File: config.mk
export PLATFORM = sky130hd
export DESIGN_NAME = rom_port_arbiter
export DESIGN_NICKNAME = d
export VERILOG_FILES = /design/src/rtl/rom_port_arbiter.sv
export SDC_FILE = /design/constraint.sdc
export NUM_CORES = 1
export LEC_CHECK = 0
export CAP_MARGIN = 20
export CORE_MARGIN = 1.5
export CORE_UTILIZATION = 38
export CTS_BUF_LIST = sky130_fd_sc_hd__clkbuf_2
export DETAILED_ROUTE_END_ITERATION = 10
export PLACE_DENSITY_LB_ADDON = 0.25
export SLEW_MARGIN = 20
export SYNTH_ARGS = -nofsm -noshare
export SYNTH_HDL_FRONTEND = slang
export SYNTH_SLANG_ARGS = --single-unit
File: constraint.sdc
create_clock -name clk -period 1.67 [get_ports clk]
set_input_delay 0.4175 -clock clk [delete_from_list [all_inputs] [get_ports clk]]
set_output_delay 0.4175 -clock clk [all_outputs]
set_load 0.1 [all_outputs]
File: src/rtl/rom_port_arbiter.sv
// -----------------------------------------------------------------------------
// rom_port_arbiter
//
// Shares a single-port, combinationally-read instruction ROM between two
// requesters: instruction fetch (IF) and data load (D, lw from instruction
// space). Byte addresses are converted to word addresses, checked for alignment
// and window range, and the ROM word is registered (1-cycle read latency).
// D normally wins a contested cycle; after MAX_STREAK consecutive contested D
// grants, IF is owed the next grant so fetch always makes progress.
//
// Parameters
//   ADDR_W      ROM word-address width (2**ADDR_W words)
//   BASE        byte base address of the ROM window (2**(ADDR_W+2)-aligned)
//   MAX_STREAK  consecutive contested D grants before IF is forced (1..15)
//
// Ports
//   clk        in   clock, all state updates on rising edge
//   reset      in   synchronous, active-high reset
//   if_req     in   IF read request, held with if_addr until if_gnt
//   if_addr    in   IF byte address (32 bits)
//   if_gnt     out  IF request accepted this cycle (combinational)
//   if_valid   out  IF read data/err valid, one cycle after if_gnt
//   if_rdata   out  IF read data (holds until next IF valid)
//   if_err     out  IF access was misaligned or outside the window
//   d_req      in   D read request, held with d_addr until d_gnt
//   d_addr     in   D byte address (32 bits)
//   d_gnt      out  D request accepted this cycle (combinational)
//   d_valid    out  D read data/err valid, one cycle after d_gnt
//   d_rdata    out  D read data (holds until next D valid)
//   d_err      out  D access was misaligned or outside the window
//   rom_addr   out  word address to the ROM (combinational)
//   rom_instr  in   ROM data, combinational from rom_addr
// -----------------------------------------------------------------------------
module rom_port_arbiter #(
   parameter int          ADDR_W     = 5,
   parameter logic [31:0] BASE       = 32'h0000_0000,
   parameter int          MAX_STREAK = 3
) (
   input  logic              clk,
   input  logic              reset,
   input  logic              if_req,
   input  logic [31:0]       if_addr,
   output logic              if_gnt,
   output logic              if_valid,
   output logic [31:0]       if_rdata,
   output logic              if_err,
   input  logic              d_req,
   input  logic [31:0]       d_addr,
   output logic              d_gnt,
   output logic              d_valid,
   output logic [31:0]       d_rdata,
   output logic              d_err,
   output logic [ADDR_W-1:0] rom_addr,
   input  logic [31:0]       rom_instr
);

   localparam logic [31:0] WIN_BYTES = 32'(1) << (ADDR_W + 2);
   localparam logic [3:0]  MAX_S     = 4'(MAX_STREAK);

   typedef enum logic {D_PRI, FETCH_OWED} state_t;

   state_t      state, state_next;
   logic [3:0]  streak, streak_next;

   logic        if_valid_q, d_valid_q;
   logic        if_err_q, d_err_q;
   logic [31:0] if_rdata_q, d_rdata_q;
   logic        if_bad, d_bad;

   // Misaligned, or outside the window. The subtraction wraps for addresses
   // below BASE, so one unsigned compare covers both sides of the window.
   function automatic logic addr_bad(input logic [31:0] a);
      logic [31:0] off;
      off = a - BASE;
      return (a[1:0] != 2'b00) || (off >= WIN_BYTES);
   endfunction

   assign if_bad = addr_bad(if_addr);
   assign d_bad  = addr_bad(d_addr);

   // With no grant the ROM still sees the D address bits.
   assign rom_addr = if_gnt ? if_addr[ADDR_W+1:2] : d_addr[ADDR_W+1:2];

   // Grant selection and streak / state update.
   always_comb begin
      // NOTE: every output of this block gets a default first, so no path
      // leaves a signal unassigned and no latch is inferred.
      if_gnt      = 1'b0;
      d_gnt       = 1'b0;
      state_next  = state;
      streak_next = streak;
      if (!reset) begin
         unique case (state)
            D_PRI: begin
               if (d_req && if_req) begin
                  d_gnt       = 1'b1;
                  streak_next = streak + 4'd1;
                  if (streak + 4'd1 >= MAX_S) state_next = FETCH_OWED;
               end else if (d_req) begin
                  d_gnt       = 1'b1;
                  streak_next = 4'd0;
               end else if (if_req) begin
                  if_gnt      = 1'b1;
                  streak_next = 4'd0;
               end
            end
            FETCH_OWED: begin
               // IF keeps priority until it is actually served.
               if (if_req) begin
                  if_gnt      = 1'b1;
                  streak_next = 4'd0;
                  state_next  = D_PRI;
               end else if (d_req) begin
                  d_gnt = 1'b1;
               end
            end
            default: state_next = D_PRI;
         endcase
      end
   end

   always_ff @(posedge clk) begin
      // NOTE: sequential state uses non-blocking assignments so every register
      // samples pre-edge values regardless of statement order.
      if (reset) begin
         state      <= D_PRI;
         streak     <= 4'd0;
         if_valid_q <= 1'b0;
         d_valid_q  <= 1'b0;
         if_err_q   <= 1'b0;
         d_err_q    <= 1'b0;
         if_rdata_q <= 32'h0;
         d_rdata_q  <= 32'h0;
      end else begin
         state      <= state_next;
         streak     <= streak_next;
         if_valid_q <= if_gnt;
         d_valid_q  <= d_gnt;
         if_err_q   <= if_gnt & if_bad;
         d_err_q    <= d_gnt & d_bad;
         if (if_gnt) if_rdata_q <= if_bad ? 32'h0 : rom_instr;
         if (d_gnt)  d_rdata_q  <= d_bad  ? 32'h0 : rom_instr;
      end
   end

   // A grant taken in the cycle before reset would otherwise surface as a
   // valid during the reset cycle; mask the response outputs while reset is
   // high so the whole response side reads zero.
   assign if_valid = if_valid_q & ~reset;
   assign d_valid  = d_valid_q  & ~reset;
   assign if_err   = if_err_q   & ~reset;
   assign d_err    = d_err_q    & ~reset;
   assign if_rdata = reset ? 32'h0 : if_rdata_q;
   assign d_rdata  = reset ? 32'h0 : d_rdata_q;

endmodule

==> metrics.txt <==
result of the run finished with violations; violated checks negative setup slack; pre-CTS WS -0.7113 ns; Worst Max-Slew Pin Slew approximately 0.4 ns; Int Pwr 2.619 mW; TritonRoute pass-1 iters 4; DR vias 3520; DRC viols 0; pwr/cell area slightly below 500 nW/um^2; metal3 WL 430 um; Yosys reg bits 73; Layout area overhead 107.2%; area of the core 9196 sq um; top post-synthesis cells by area dfxtp_1 (41%), nor2b_1 (17%), o2bb2ai_2 (13%), a31o_1 (7.8%), nand2_1 (3.6%); Max Cap Violations 0; CTS tree yes; Yosys cell types 38; GRT Total Usage a little under a quarter; Post-Route WL 11.94 mm; IO buf count 174; Max transition margin 73.30%; fin nets 682; clk_skew 0.03190 ns; Avg Inst Size Synth between 10 and 15 sq um; CP Data Arrival Time 1.83 ns; diode count 0; Clk pwr share a little under a third; Reg2Reg Depth 7; f_max 0.4455 GHz; 1st-iter DRT viols 106; global placer's final weighted congestion 0.7688; Sequential Power Share a little under half; dominant cell type by area after synthesis dfxtp_1; Crit Path Category register to output pin; num rows 35; Ys Warns 0; Vias per Instance 5.057; per-cell routed wire length 17.15 um; switching pwr 1.031 mW; class of the worst hold path primary input to register; fraction of post-synthesis cell area in the top cell type by area 40.58%; crit path max fanout 6; largest net degree at the start of global routing 37; num ports 175; Leak Pwr 2.793 nW; Metal-1 WL approximately 4.7 mm; Filler Cell Count 547; DR WL met2 6.582 mm; CTS Buf Count 9; ANT nets after route 0; die area roughly 10000 sq um; endpoints failing setup 13; min Tclk post-route about 2.2 ns; Crit. End Element output pin; dpl hpwl between 8 and 9 mm; commonest non-fill, non-tap cell in the layout clkdlybuf4s50_1; first-pass GRT wire length between 15 and 20 mm; sw frac 28.24%; Placed Instances 646; post-route insts no fill 696; final worst slack -0.5747 ns; Mapped Cells between 300 and 400; Clock transition at path regs 0.19 ns; crit path launch type register; Mapped Area about 3600 sq um; Comb power frac 20.3%; initial antenna violation count 0; Hold-fix buffers, CTS 0; Final Hold Viols 0; Slew Viols, Final 0; Post-Syn Nets between 400 and 500; Seq/Total Area, Yosys 40.58%; maximum clock insertion buffer count 2; worst skew pair latency 0.52 ns; unrepaired setup endpoints after global routing yes; fin crit share 134.4%; most frequent cells in the layout clkdlybuf4s50_1 (96), buf_12 (80), nor2b_4 (66); H-tree levels 3; Die X 100.3 um; Sink Count 73; vias in the first global route 3679; maximum VDD drop 372.3 uV; gr ovfl total 0; Die Ht 100.3 um; highest metal used met4; WHS Path Cells 4; share of cells above drive strength 1 53.68%; WP data required 1.25 ns; Starting Density 39.16%; Root Buffer clkbuf_2
## per-stage QoR
step,setup TNS [ns],power [mW],instance area (sq um),hold slack [ns],utilization [%]
2_1_floorplan,-5.758,2.100,4110,0.4488,-
3_3_place_gp,-27.47,2.462,6837,0.4566,74.34
3_5_place_dp,-31.60,2.473,6837,0.4646,74.34
4_1_cts,-4.407,3.676,7307,0.3555,79.46
5_1_grt,-6.679,3.786,7460,0.3446,81.12
6_report,-3.575,3.650,7460,0.3995,81.12
## path summary, 6_finish.rpt
check | from | endpoint | slack (ns)
worst min-delay path | reset | streak[3] | 0.40
worst max register to register | state | if_rdata_q[4] | 0.11
worst max-delay path | state | rom_addr[4] | -0.57
worst min register to register | streak[3] | streak[3] | 0.49
## kinds of logic after synthesis
group           share of synthesized area [%]
buf+inv                                 5.316
mux                                     1.563
xor+xnor                               0.4865
simple gates                            29.43
fa+ha+maj                              0.6948
compound gates                          21.93
flops                                   40.58
## Yosys cell counts, drive strengths merged
master / number
nor2b: 99
dfxtp: 73
nand2: 35
a31o: 32
o2bb2ai: 32
buf: 24
nor4: 13
nor2: 8
mux2: 5
a21oi: 4
and2b: 3
clkbuf: 3
inv: 3
nand3: 3
nor3: 3
ha: 2
nand3b: 2
nand4: 2
nor3b: 2
a41oi: 1
and4: 1
o21ai: 1
o31ai: 1
or3b: 1
xnor2: 1
xor2: 1
## critical path, stage by stage (launching register included)
cell and delay (ns):
dfxtp_4 0.40, nor2b_4 0.05, nor3b_4 0.24, buf_12 0.17, mux2_4 0.32, buf_12 0.17
## metal layers
metal  vias to the layer above  track usage [%]
met5                         -                0
met1                      1705            27.53
met2                       102            43.85
met3                        18            3.412
met4                         0            7.692
li1                       1695                -
## layout make-up
cell class,count,area [sq um],share of cell area (%)
clock buffers,9,45.04,0.6038
clock inverters,7,95.09,1.275
inverters,3,13.76,0.1845
multi-input cells,252,2466,33.06
flip-flops and latches,73,1518,20.35
well taps,111,138.9,1.862
repair buffers,241,3183,42.67
## sequential cells by signal, summed over array words and instances (netlist names)
signal      flops
d_rdata_q      32
if_rdata_q     32
streak          4
d_err_q         1
d_valid_q       1
if_err_q        1
if_valid_q      1
state           1
## power by group through the flow
stage	clock, mW	combinational, mW	sequential (mW)
floorplan	0	0.312	1.79
global placement	0	0.673	1.79
detailed placement	0	0.683	1.79
CTS	1.19	0.737	1.75
global route	1.26	0.773	1.75
finish	1.16	0.741	1.75
## repair_timing
action / in CTS / in global routing
hold endpoints to repair: 0 / 0
pin swaps: 2 / 1
buffers inserted: 16 / 15
endpoints found under the setup margin: 79 / 83
gates cloned: 3 / 0
gates resized for setup: 46 / 28
Power figures use the tool's default switching activity.
